==> src/rtl/move_scheduler.sv <==
// move_scheduler: tick-driven round-robin mover owning the object position register.
// Ports: clk, rst (async, active-high); req_a/dir_a, req_b/dir_b movement requests,
//        dir = {up, down, left, right}; center recenters next edge; gnt_a/gnt_b one-cycle
//        grants in APPLY; tick pulses once per TICK_CYCLES; busy high in ARB/APPLY;
//        x_pos/y_pos current position.
// Build option: define MOVE_SCHED_WRAP_EN to wrap at the screen edges instead of clamping.
module move_scheduler #(
    parameter int TICK_CYCLES = 250_000,
    parameter int STEP        = 1,
    parameter int X_MAX       = 639,
    parameter int Y_MAX       = 479,
    parameter int X_CENTER    = 320,
    parameter int Y_CENTER    = 240
) (
    input  logic        clk,
    input  logic        rst,
    input  logic        req_a,
    input  logic [3:0]  dir_a,
    input  logic        req_b,
    input  logic [3:0]  dir_b,
    input  logic        center,
    output logic        gnt_a,
    output logic        gnt_b,
    output logic        tick,
    output logic        busy,
    output logic [15:0] x_pos,
    output logic [15:0] y_pos
);
    localparam int CW = $clog2(TICK_CYCLES);

    typedef enum logic [1:0] {WAIT, ARB, APPLY} state_t;

    state_t        state_q, state_d;
    logic [CW-1:0] count_q, count_d;
    logic          last_q, last_d;
    logic          win_a_q, win_a_d, win_b_q, win_b_d;
    logic [3:0]    dir_q, dir_d;
    logic [15:0]   x_q, x_d, y_q, y_d;

    // One axis step in 17 bits so a decrement below zero shows up as bit 16.
    function automatic logic [15:0] step_axis(input logic [15:0] v, input logic inc,
                                              input logic dec, input logic [16:0] mx);
        logic [16:0] dn, up;
        dn = {1'b0, v} - 17'(STEP);
        up = {1'b0, v} + 17'(STEP);
`ifdef MOVE_SCHED_WRAP_EN
        dn = dn[16] ? dn + mx + 17'd1 : dn;
        up = up > mx ? up - mx - 17'd1 : up;
`else
        dn = dn[16] ? 17'd0 : dn;
        up = up > mx ? mx : up;
`endif
        return (inc && !dec) ? up[15:0] : (dec && !inc) ? dn[15:0] : v;
    endfunction

    assign tick  = count_q == CW'(TICK_CYCLES - 1);
    assign busy  = state_q != WAIT;
    assign gnt_a = state_q == APPLY && win_a_q && !center;
    assign gnt_b = state_q == APPLY && win_b_q && !center;
    assign x_pos = x_q;
    assign y_pos = y_q;

    always_comb begin
        count_d = tick ? '0 : count_q + CW'(1);
        state_d = state_q;
        last_d  = last_q;
        win_a_d = win_a_q;
        win_b_d = win_b_q;
        dir_d   = dir_q;
        x_d     = x_q;
        y_d     = y_q;
        case (state_q)
            WAIT: state_d = tick ? ARB : WAIT;
            ARB: begin
                state_d = APPLY;
                // last_q == 1 means B was granted last, so A wins a contended tick.
                win_a_d = req_a && (!req_b || last_q);
                win_b_d = req_b && (!req_a || !last_q);
                dir_d   = win_a_d ? dir_a : dir_b;
            end
            APPLY: begin
                state_d = WAIT;
                if (win_a_q || win_b_q) begin
                    last_d = win_b_q;
                    x_d    = step_axis(x_q, dir_q[0], dir_q[1], 17'(X_MAX));
                    y_d    = step_axis(y_q, dir_q[2], dir_q[3], 17'(Y_MAX));
                end
            end
            default: state_d = WAIT;
        endcase
        // Recenter overrides everything except the free-running tick counter.
        if (center) begin
            state_d = WAIT;
            last_d  = last_q;
            x_d     = 16'(X_CENTER);
            y_d     = 16'(Y_CENTER);
        end
    end

    always_ff @(posedge clk or posedge rst) begin
        if (rst) begin
            state_q <= WAIT;
            count_q <= '0;
            last_q  <= 1'b1;
            win_a_q <= 1'b0;
            win_b_q <= 1'b0;
            dir_q   <= '0;
            x_q     <= 16'(X_CENTER);
            y_q     <= 16'(Y_CENTER);
        end else begin
            state_q <= state_d;
            count_q <= count_d;
            last_q  <= last_d;
            win_a_q <= win_a_d;
            win_b_q <= win_b_d;
            dir_q   <= dir_d;
            x_q     <= x_d;
            y_q     <= y_d;
        end
    end
endmodule
==> config.mk <==
export PLATFORM = sky130hd
export DESIGN_NAME = move_scheduler
export DESIGN_NICKNAME = d
export VERILOG_FILES = /design/src/rtl/move_scheduler.sv
export SDC_FILE = /design/constraint.sdc
export NUM_CORES = 1
export LEC_CHECK = 0
export ABC_AREA = 1
export BUFFER_PORTS_ARGS = -buffer_cell sky130_fd_sc_hd__buf_4
export CORE_MARGIN = 10
export CORE_UTILIZATION = 60
export CTS_CLUSTER_SIZE = 24
export DETAILED_ROUTE_END_ITERATION = 10
export GPL_TIMING_DRIVEN = 0
export PLACE_DENSITY = 0.91
export REMOVE_ABC_BUFFERS = 1
export SLEW_MARGIN = 5
export SYNTH_ARGS = -nofsm -noshare
export SYNTH_HDL_FRONTEND = slang
export SYNTH_SLANG_ARGS = --single-unit
==> constraint.sdc <==
create_clock -name clk -period 2.7 [get_ports clk]
set_input_delay 0.675 -clock clk [delete_from_list [all_inputs] [get_ports clk]]
set_output_delay 0.675 -clock clk [all_outputs]
set_load 0.005 [all_outputs]
Word-level counts from Yosys, hierarchy flattened. Cells that the tools add are included.

Word-level logic and storage cells: 68. Register bits: 59. Output and inout port bits: 36. Input port bits: 13.

Order comparisons: 2. Add/sub/neg operators: 5. Bitwise operators: 1. Multiplexer cells: 19. Reduce and logical (&&, ||, !) cells: 30. Equality and inequality tests: 3.

Operators by type and width (number): $mux W16 (14); $add A16 B1 Y17 const B (2); $sub A16 B1 Y17 const B (2); $add A18 B1 Y18 const B (1); $eq A18 B18 Y1 const B (1); $mux W18 (1); $gt A17 B10 Y1 const B (1); $gt A17 B9 Y1 const B (1); $logic_and A1 B1 Y1 (10); $reduce_and A3 Y1 (3); $logic_not A1 Y1 (8); $reduce_bool A2 Y1 (3); $reduce_bool A3 Y1 (2); $mux W4 (1); $pmux W2 S2 (1); $logic_or A1 B1 Y1 (3); $eq A2 B1 Y1 const B (1); $eq A2 B2 Y1 const B (1); $logic_not A2 Y1 (1); $mux W2 (1); $mux W1 (1); $not A1 Y1 (1).

Depth between registers and ports, before layout.
Depth after elaboration: 7. Mapped depth: 14. Gate-level depth less buffers: 14.

Least setup slack after synthesis. Ideal clock, no wire load.

Kind: reg-to-reg. Start: register x_q[0] (netlist: x_pos[0]). End: register x_q[0] (netlist: x_pos[0]). Stages on the path, launching flop included: 12. Path slack: 0.796 ns. Setup time: 0.117 ns. Required time: 2.583 ns. Clock period less this slack: 1.904 ns. Arrival: 1.787 ns. Cell sequence: dfrtp_1 > ha_1 > nand2_2 > nor2_4 > nand3_2 > nor2_1 > nand2_1 > xor2_1 > nor2_8 > nand3_1 > nand2_1 > nand2_1.

Word-level cells in the longest chain between the ends: 7.

RTL lines: start, declared (line 38) `logic [15:0] x_q, x_d, y_q, y_d;`; start signal, assigned (line 108) `x_q <= 16'(X_CENTER);`; $add A16 B1 Y17 or $sub A16 B1 Y17 (tied branches) (line 45, 44); $gt A17 B10 Y1 or $mux W16 (tied branches) (line 51, 50); $mux W16 (on tied branches) (line 51, 53); $mux W16 (*) (line 53) `return (inc && !dec) ? up[15:0] : (dec && !inc) ? dn[15:0] : v;`; $mux W16 (*) (line 83) `if (win_a_q || win_b_q) begin`; $mux W16 (*) (line 72) `case (state_q)`; $mux W16 (*) (line 92) `if (center) begin`.

Mark *: on every way between the ends. The rest lies on a longest branch, timed or not. The select of a mux whose other input is x is not followed. A chain may end at the register's enable or synchronous reset.

Worst setup path in the final report.
Start: register count_q[0]. End: output tick.

Word-level cells in the longest chain between the ends: 1.

RTL lines: start, declared (line 34) `logic [CW-1:0] count_q, count_d;`; start signal, assigned (line 112) `count_q <= count_d;`; $eq A18 B18 Y1 (line 56) `assign tick = count_q == CW'(TICK_CYCLES - 1);`; end, declared (line 24) `output logic tick,`.

No other way between the ends.

==> flow_summary.toml <==
[run_status]
outcome = "finished clean"

[timing]
worstMarginPinSlew_ns = 0.765
final-max-slew-violation-count = 0
timing.hold.ws_ns = 0.465
fin_skew_ns = 0.0125
max_freq_mhz = 396
tns_ns = 0
rsz0062_at_grt = "false"
period_share_pct = 93.6
hold_violations = 0
finalSetupViolations = 0
period_needed_ns = 2.53
max_slew_margin_pct = 49.0

[clocking]
cts_setup_buffers = 0
cts_max_level = 3
clkSinkCount = 59
clk_pin_slew_ns = 0.07
cts_tree = "yes"
cts-hold-fix-buffers = 0
cts_buffers = 9
clk_latency_ns = 0.35
cts_buffer_depth = 2
ctsResizeCount = 0
cts_root_buf = "clkbuf_8"

[placed_design]
numPortBuffers = 48
placedCellCount = 851
dp.final_hpwl_um = 9470
gp_congestion = 0.924

[synth]
seq_area_frac_synth_pct = 31.6
syn_inst = 714
synth_xor_area_share_pct = 4.28
async_flop_share_pct = 100
synth-simple-area-share_pct = 42.5
avgSynthCellArea_um2 = 6.59
synth_top_family_by_area = "simple AND/OR/NAND/NOR gates"
synth_top_cell_area_share_pct = 27.6
syn-cell-area_um2 = 4710
synthAdderAreaFrac_pct = 1.86
synth-edff-count = 0
yosys_register_bits = 59
ys_warn_count = 0
synth_compound_area_share_pct = 10.2
ys_top_cells_by_area = "dfrtp_1, nand2_1, nor2_1"
yosysTopAreaCell = "dfrtp_1"
synth_common_cells = "nand2_1, nor2_1, inv_1, nand3_1, dfrtp_1"
synth_mux_area_share_pct = 0
netlist-cell-type-count = 46
ys.flop_type = "dfrtp_1"
synth_most_common_cell = "nand2_1"

[grt]
antenna_found_initial = 0
grt_max_degree = 35
grt_pass1_vias = 4679
grt_pass1_wl_um = 21200
track_usage_pct = 21.6
overflow = 0

[layout]
instances_no_fill = 867
fin_util_pct = 69.4
layout-drive-gt1-share_pct = 15.7
antenna_cells = 0
synthToLayoutAreaGrowth_pct = 13.3
nNetsFinal = 780

[drt]
viasPerCell = 5.70
wire_per_inst_um = 14.5
dr_total_vias = 4944
drc_errors = 0
firstDrtPassIters = 5
final_antenna_net_count = 0
drt_wl_total_um = 12500
first_iter_violations = 422

[setup_path]
criticalPathCategory = "reg -> out"
start_kind = "register"
crit_arrival_ns = 1.85
r2r_slack_ns = 0.40
worstPathRequired_ns = 2.03
reg2regPathDepth = 11
worstPathMaxFanout = 6
worstSetupEndpointType = "primary output"

[floorplanning]
fp.coreArea_um2 = 7690
io-pin-count = 49
dieWidth_um = 109
start_util_pct = 61.2
die_area_um2 = 11800
die_y_um = 109
rows = 32

[min_path]
min_path_type = "in -> async"

[pwr]
power_mw = 1.84
p_leak_nw = 2.62
power_density_nw_per_um2 = 346
peakVddDrop_mv = 0.286

[job]
maxCapViolations = 0
==> through the flow <==
stage / worst slack [ns] / cell area [µm²]
after floorplan: 0.580 / 4620
final: 0.174 / 5340
after CTS: 0.193 / 5340
after global routing: 0.00726 / 5340
after detailed placement: 0.444 / 5130
after global placement: -0.150 / 5110
==> cell usage in the layout, fill, tap and decap left out, types with 21 or more instances in the layout <==
master,count
nand2_1,183
nor2_1,95
inv_1,87
nand3_1,64
dfrtp_1,52
buf_4,48
o21ai_0,32
nand4_1,25
xor2_1,21
a21oi_1,21
==> sequential cells by signal, indices dropped and copies added, names as in the netlist <==
register / cells
x_pos: 16
dir_q: 4
last_q: 1
win_a_q: 1
win_b_q: 1
count_q: 18
state_q: 2
y_pos: 16
==> worst paths after layout <==
kind                                    to        from
worst max-delay path                  tick  count_q[0]
worst min-delay path             x_pos[11]         rst
worst max register to register   x_pos[15]    x_pos[0]
worst min register to register  count_q[0]  count_q[0]
max in group asynchronous           last_q         rst
min in group clk                count_q[0]  count_q[0]
==> where the power goes <==
group	leakage, nW	switching [mW]	total, mW	internal, mW
registers	0.763	0.00346	0.894	0.891
logic	1.75	0.0581	0.0854	0.0272
clock network	0.107	0.363	0.865	0.501
==> cells by family (layout without fill, tap and decap cells) <==
kind of cell,Yosys count,in the layout
buffers and inverters,110,161
xor gates and xnor gates,23,23
AOI/OAI and AO/OA,86,86
adders and majority gates,7,7
and+or+nand+nor,429,429
DFF,59,59
==> routing by layer <==
metal | track usage (%) | vias to the layer above | part of all wire, % | wire [µm]
met5 | 0 | - | 0 | 0
met4 | 8.47 | 0 | 1.8 | 232
met3 | 4.46 | 22 | 6.9 | 869
met2 | 37.5 | 175 | 50 | 6310
met1 | 25.7 | 2331 | 41 | 5130
li1 | - | 2416 | - | -
==> worst max-delay path: stages (launching register included) <==
cell,delay [ns]
dfrtp_1,0.38
ha_1,0.20
nand2_1,0.09
nor2_1,0.17
nand2_1,0.10
nor2_1,0.36
buf_4,0.19
==> layout make-up <==
class	instances	area, µm²
clock buffer	14	173
clock inverter	2	35.0
fill	661	2350
inverter	96	363
multi-input combinational	545	2770
sequential	59	1490
tap	102	128
timing repair buffer	49	380
(Power assumes the default switching activity.)
